[config.mk]
export PLATFORM = sky130hd
export DESIGN_NAME = count_scheduler
export DESIGN_NICKNAME = d
export VERILOG_FILES = /design/src/rtl/count_sched_pkg.sv /design/src/rtl/rr_pick.sv /design/src/rtl/count_scheduler.sv
export SDC_FILE = /design/constraint.sdc
export NUM_CORES = 1
export LEC_CHECK = 0
export ABC_AREA = 1
export BUFFER_PORTS_ARGS = -buffer_cell sky130_fd_sc_hd__buf_2
export CORE_MARGIN = 2
export CORE_UTILIZATION = 52
export DETAILED_ROUTE_END_ITERATION = 10
export PLACE_DENSITY = 0.78
export SYNTH_ARGS = -nofsm -noshare
export SYNTH_HDL_FRONTEND = slang
export SYNTH_SLANG_ARGS = --single-unit
[constraint.sdc]
create_clock -name i_clk -period 2.5 [get_ports i_clk]
set_clock_uncertainty 0.15 [all_clocks]
set_input_delay 0.25 -clock i_clk [delete_from_list [all_inputs] [get_ports i_clk]]
set_output_delay 0.25 -clock i_clk [all_outputs]
set_load 0.005 [all_outputs]
[src/rtl/count_sched_pkg.sv]
// Shared definitions for the count scheduler: FSM state encoding and
// the index-width helper used for requester indices and the round-robin pointer.
package count_sched_pkg;

  localparam int STATE_W = 2;

  typedef enum logic [STATE_W-1:0] {
    IDLE  = 2'd0,
    CLEAR = 2'd1,
    RUN   = 2'd2,
    DONE  = 2'd3
  } state_t;

  // Ceiling log2 with a floor of 1 so that two requesters still get a 1-bit index.
  function automatic int idxWidth(input int n);
    int w;
    w = 1;
    while ((1 << w) < n) w++;
    return w;
  endfunction

endpackage

[src/rtl/rr_pick.sv]
// Combinational rotating-priority picker: searches from ptr+1 upward,
// wrapping modulo N_REQ, and reports the first requester found.
module rr_pick
  import count_sched_pkg::*;
#(
  parameter int N_REQ = 4,
  parameter int IDX_W = idxWidth(N_REQ)
) (
  input  logic [N_REQ-1:0] i_req,
  input  logic [IDX_W-1:0] i_ptr,
  output logic             o_valid,
  output logic [IDX_W-1:0] o_idx
);

  logic [IDX_W-1:0] w_cand;

  // Walk offsets from farthest to nearest so the nearest hit overwrites the rest.
  always_comb begin
    o_valid = 1'b0;
    o_idx   = '0;
    w_cand  = '0;
    for (int k = N_REQ; k >= 1; k--) begin
      w_cand = IDX_W'((int'(i_ptr) + k) % N_REQ);
      if (i_req[w_cand]) begin
        o_valid = 1'b1;
        o_idx   = w_cand;
      end
    end
  end

endmodule

[src/rtl/count_scheduler.sv]
// Round-robin scheduler that lends one up-counter to N_REQ requesters,
// running a clear followed by exactly len enabled cycles per grant.
module count_scheduler
  import count_sched_pkg::*;
#(
  parameter int N_REQ = 4,
  parameter int CNT_W = 3
) (
  input  logic                   i_clk,
  input  logic                   i_rst,
  input  logic [N_REQ-1:0]       i_req,
  input  logic [N_REQ*CNT_W-1:0] i_len,
  output logic [N_REQ-1:0]       o_gnt,
  output logic                   o_cnt_clr,
  output logic                   o_cnt_en,
  output logic [CNT_W-1:0]       o_cnt_val,
  output logic [N_REQ-1:0]       o_done,
  output logic                   o_busy
);

  localparam int IDX_W = idxWidth(N_REQ);

  state_t           r_state, w_nextState;
  logic [IDX_W-1:0] r_idx, r_ptr, w_pickIdx;
  logic             w_pickValid;
  logic [CNT_W-1:0] r_blen, r_cntVal, w_pickLen;
  logic             w_reqHeld, w_lastCount;
  logic [N_REQ-1:0] w_grantVec;

  rr_pick #(.N_REQ(N_REQ), .IDX_W(IDX_W)) u_pick (
    .i_req   (i_req),
    .i_ptr   (r_ptr),
    .o_valid (w_pickValid),
    .o_idx   (w_pickIdx)
  );

  assign w_reqHeld   = i_req[r_idx];
  assign w_lastCount = (r_cntVal == (r_blen - CNT_W'(1)));
  assign w_grantVec  = N_REQ'(1) << r_idx;
  assign o_cnt_val   = r_cntVal;

  always_comb begin
    w_pickLen = '0;
    for (int i = 0; i < N_REQ; i++) begin
      if (IDX_W'(i) == w_pickIdx) w_pickLen = i_len[i*CNT_W +: CNT_W];
    end
  end

  always_ff @(posedge i_clk or posedge i_rst) begin
    if (i_rst) r_state <= IDLE;
    else       r_state <= w_nextState;
  end

  // Outputs depend only on registered state and index; a dropped request wins over completion.
  always_comb begin
    w_nextState = r_state;
    o_gnt       = '0;
    o_cnt_clr   = 1'b0;
    o_cnt_en    = 1'b0;
    o_done      = '0;
    o_busy      = (r_state != IDLE);
    case (r_state)
      IDLE: begin
        if (w_pickValid) w_nextState = CLEAR;
      end
      CLEAR: begin
        o_gnt     = w_grantVec;
        o_cnt_clr = 1'b1;
        if (!w_reqHeld)        w_nextState = IDLE;
        else if (r_blen == '0) w_nextState = DONE;
        else                   w_nextState = RUN;
      end
      RUN: begin
        o_gnt    = w_grantVec;
        o_cnt_en = 1'b1;
        if (!w_reqHeld)       w_nextState = IDLE;
        else if (w_lastCount) w_nextState = DONE;
      end
      DONE: begin
        o_gnt       = w_grantVec;
        o_done      = w_grantVec;
        w_nextState = IDLE;
      end
      default: w_nextState = IDLE;
    endcase
  end

  // An abort leaves the count where it stopped but still advances the pointer.
  always_ff @(posedge i_clk or posedge i_rst) begin
    if (i_rst) begin
      r_idx    <= '0;
      r_ptr    <= IDX_W'(N_REQ - 1);
      r_blen   <= '0;
      r_cntVal <= '0;
    end else begin
      case (r_state)
        IDLE: begin
          if (w_pickValid) begin
            r_idx  <= w_pickIdx;
            r_blen <= w_pickLen;
          end
        end
        CLEAR: begin
          if (w_reqHeld) r_cntVal <= '0;
          else           r_ptr    <= r_idx;
        end
        RUN: begin
          if (w_reqHeld) r_cntVal <= r_cntVal + CNT_W'(1);
          else           r_ptr    <= r_idx;
        end
        DONE:    r_ptr <= r_idx;
        default: ;
      endcase
    end
  end

endmodule

==> out/results.txt <==
maximum root-to-sink buffer count = 2
worst-skew pair later-pin latency = 0.27 ns
Via Count = 1211
Post-CTS Setup Bufs = 0
Seq cells post-synth = 12
Mapped Cells = 182
first-pass GRT wire length = 4167 microns
gr ovfl total = 0
Hold-fix buffers, CTS = 1
Slew headroom = 0.6862
most frequent CP cell = nand2_1
FMAX = 479.3 MHz
worst path buffer plus inverter count = 1
max incr delay on CP = 0.70 ns
sequential share of the synthesized area = 0.2531
yosys warns = 0
WHS = 0.1337 ns
CTS root buf = clkbuf_4
largest cells by area after synthesis = dfrtp_1 (21%), nand2_1 (17%), inv_1 (8.5%)
Routed Antenna Nets = 0
DRC viols = 0
dpl hpwl = 2088 microns
Die Width = 51.96 microns
CP delay by family, top = simple AND/OR/NAND/NOR gates
switch share = 0.5450
Core Box Area = 0.002191 sq mm
post-synthesis cell type count = 25
Comb pwr share = 0.730
final worst path period share = 0.8345
Worst Slack Setup Final = 0.4137 ns
ratio of cells with drive above 1 in the final layout = 0.2949
crit path max fanout = 12
GRT Util Overall = 0.2033
Yosys top cell by area = dfrtp_1
final hold violation count = 0
Ports = 32
Final nets = 244
clk sinks = 12
CTS resizes = 0
initial antenna violation count = 0
max_cap viols = 0
Sw Pwr = 1.104 mW
Seq pwr share = 0.208
num rows = 17
Layout Utilization = 0.6442
startpoint types = flop
final WL = 2541 microns
CTS tree = built
setup TNS = 0 ns
Worst Tran Pin Value = 0.4701 ns
final cell count without fillers = 245
number of global-route vias before repair = 1045
dpl cells = 240
Internal = 0.9218 mW
clock slew at reported path FFs = 0.08 ns
DRT Pass-1 Iters = 4
Via density = 4.943
wire length per cell = 10.37 microns
GPL Wtd Cong = 0.9015
die area = 0.002700 sq mm
static leakage = 0.8148 nW
Final setup viols = 0
Crit Path Class = flop to flop
I/O Buffers = 31
Mapped Avg Cell Area = 6.572 sq um
cts bufs inserted = 3
H-tree level count = 1
Synth Cell Area = 0.001196 sq mm
HP Class = input port to flop
Initial Util = 0.5460
DRT iter0 DRCs = 21
unrepaired setup endpoints after global routing = false
Fill cells = 217
power share of the clock group = 0.062
status = complete, no violations
largest net degree at the start of global routing = 13
Max Slew Vio Count = 0
Slowest-stage cell, CP = dfstp_2
crit path DAT = 2.11 ns
Power per Cell Area = 1436 mW/mm^2
Die H = 51.96 microns
pre-CTS WS = 0.4239 ns
Worst setup EP type = flop
Final min period = 2.086 ns
diodes inserted = 0
share of Yosys cell area claimed by the top area cell type = 0.2092
Layout area overhead = 17.99%
Critical Path, Cell by Cell = inv_2, nand2_1, nand2_2, nand2_1, nand2_1, nand2_2, nand2_2, nand2_2, nand2_4, o21bai_1, nand3_1, nand2_1, nand2_1
Worst EP required = 2.52 ns
Post-Synthesis Net Count = 208
worst vdd ir = 0.0007865 V
sequential cells by signal (all words and copies together), names as in the netlist:
signal,flops
r_ptr,2
r_state,2
o_cnt_val,3
r_idx,2
r_blen,3
final cells by class:
cell class,instances,area (sq um),area share
sequential,12,302.8,0.2145
tap,28,35.03,0.02482
clock buffer,4,26.28,0.01862
inverter,31,118.9,0.08422
timing repair buffer,32,165.2,0.1170
multi-input combinational,138,763.2,0.5408
cells by family after synthesis:
family / share of synthesized area
simple gates: 0.4079
fa+ha+maj: 0.08369
buf+inv: 0.1088
flops: 0.2531
compound gates: 0.1172
xor+xnor: 0.02929
power groups by stage:
stage / Clock [mW] / Sequential (mW) / Combinational (mW)
after detailed placement: 0 / 0.425 / 1.48
after global routing: 0.137 / 0.438 / 1.69
after floorplan: 0 / 0.382 / 1.22
after global placement: 0 / 0.417 / 1.44
final: 0.126 / 0.421 / 1.48
after CTS: 0.129 / 0.421 / 1.49
layer usage:
layer,track usage,up-vias,part of all wire
li1,-,632,-
met1,0.2559,538,0.47
met2,0.3586,37,0.48
met3,0.04598,4,0.044
met4,0.03070,0,0.0075
met5,0,-,0
path summary, 6_finish.rpt:
kind                                        from                       end  slack [ns]  cells after the start
min reg2reg                r_blen[1]$_DFFE_PP0P_     r_blen[1]$_DFFE_PP0P_        0.34                      2
min in group asynchronous                  i_rst  o_cnt_val[0]$_DFFE_PP0P_        0.37                      3
max                         r_ptr[0]$_DFFE_PP1P_     r_blen[1]$_DFFE_PP0P_        0.41                     13
min                                    i_len[11]     r_blen[2]$_DFFE_PP0P_        0.13                      5
max in group asynchronous                  i_rst      r_ptr[0]$_DFFE_PP1P_        1.48                      3
max reg2reg                 r_ptr[0]$_DFFE_PP1P_     r_blen[1]$_DFFE_PP0P_        0.41                     13
worst register-to-register path: stages, from the launching register on:
cell      delay (ns)
dfstp_2         0.70
inv_2           0.13
nand2_1         0.10
nand2_2         0.09
nand2_1         0.10
nand2_1         0.07
nand2_2         0.09
nand2_2         0.07
nand2_2         0.08
nand2_4         0.07
o21bai_1        0.15
nand3_1         0.08
nand2_1         0.07
nand2_1         0.05
placed cells by master (no fill, tap or decap):
cell type,synthesis,final
xor2_1,1,1
o211ai_1,1,1
clkbuf_4,0,3
buf_2,0,31
nand2_2,12,12
dfrtp_1,10,10
o22ai_1,1,1
inv_4,1,1
inv_1,27,27
nand3_2,1,1
nand2_4,5,5
inv_2,3,3
clkbuf_1,0,1
nor2_4,1,1
o21ai_2,4,4
nand3_1,12,12
nor2_1,18,18
nor3_1,1,1
dfstp_2,2,2
a21oi_2,1,1
o21a_1,1,1
xnor2_1,3,3
o21bai_1,2,2
nand2_1,54,54
a21oi_1,4,4
dlygate4sd3_1,0,1
ha_1,8,8
o21ai_0,8,8
through the flow:
stage / total power [mW] / area, sq um
CTS: 2.041 / 1411
global route: 2.270 / 1411
detailed placement: 1.906 / 1375
floorplan: 1.600 / 1196
global placement: 1.856 / 1375
finish: 2.026 / 1411
synthesized netlist by cell type (all sizes together):
cell    number
xor2         1
buf          1
nor3         1
o211ai       1
nor2        19
nand2       71
o21bai       2
dfrtp       10
o22ai        1
ha           8
xnor2        3
inv         31
o21a         1
o21ai       12
dfstp        2
a21oi        5
nand3       13
Power figures use the tool's default switching activity.
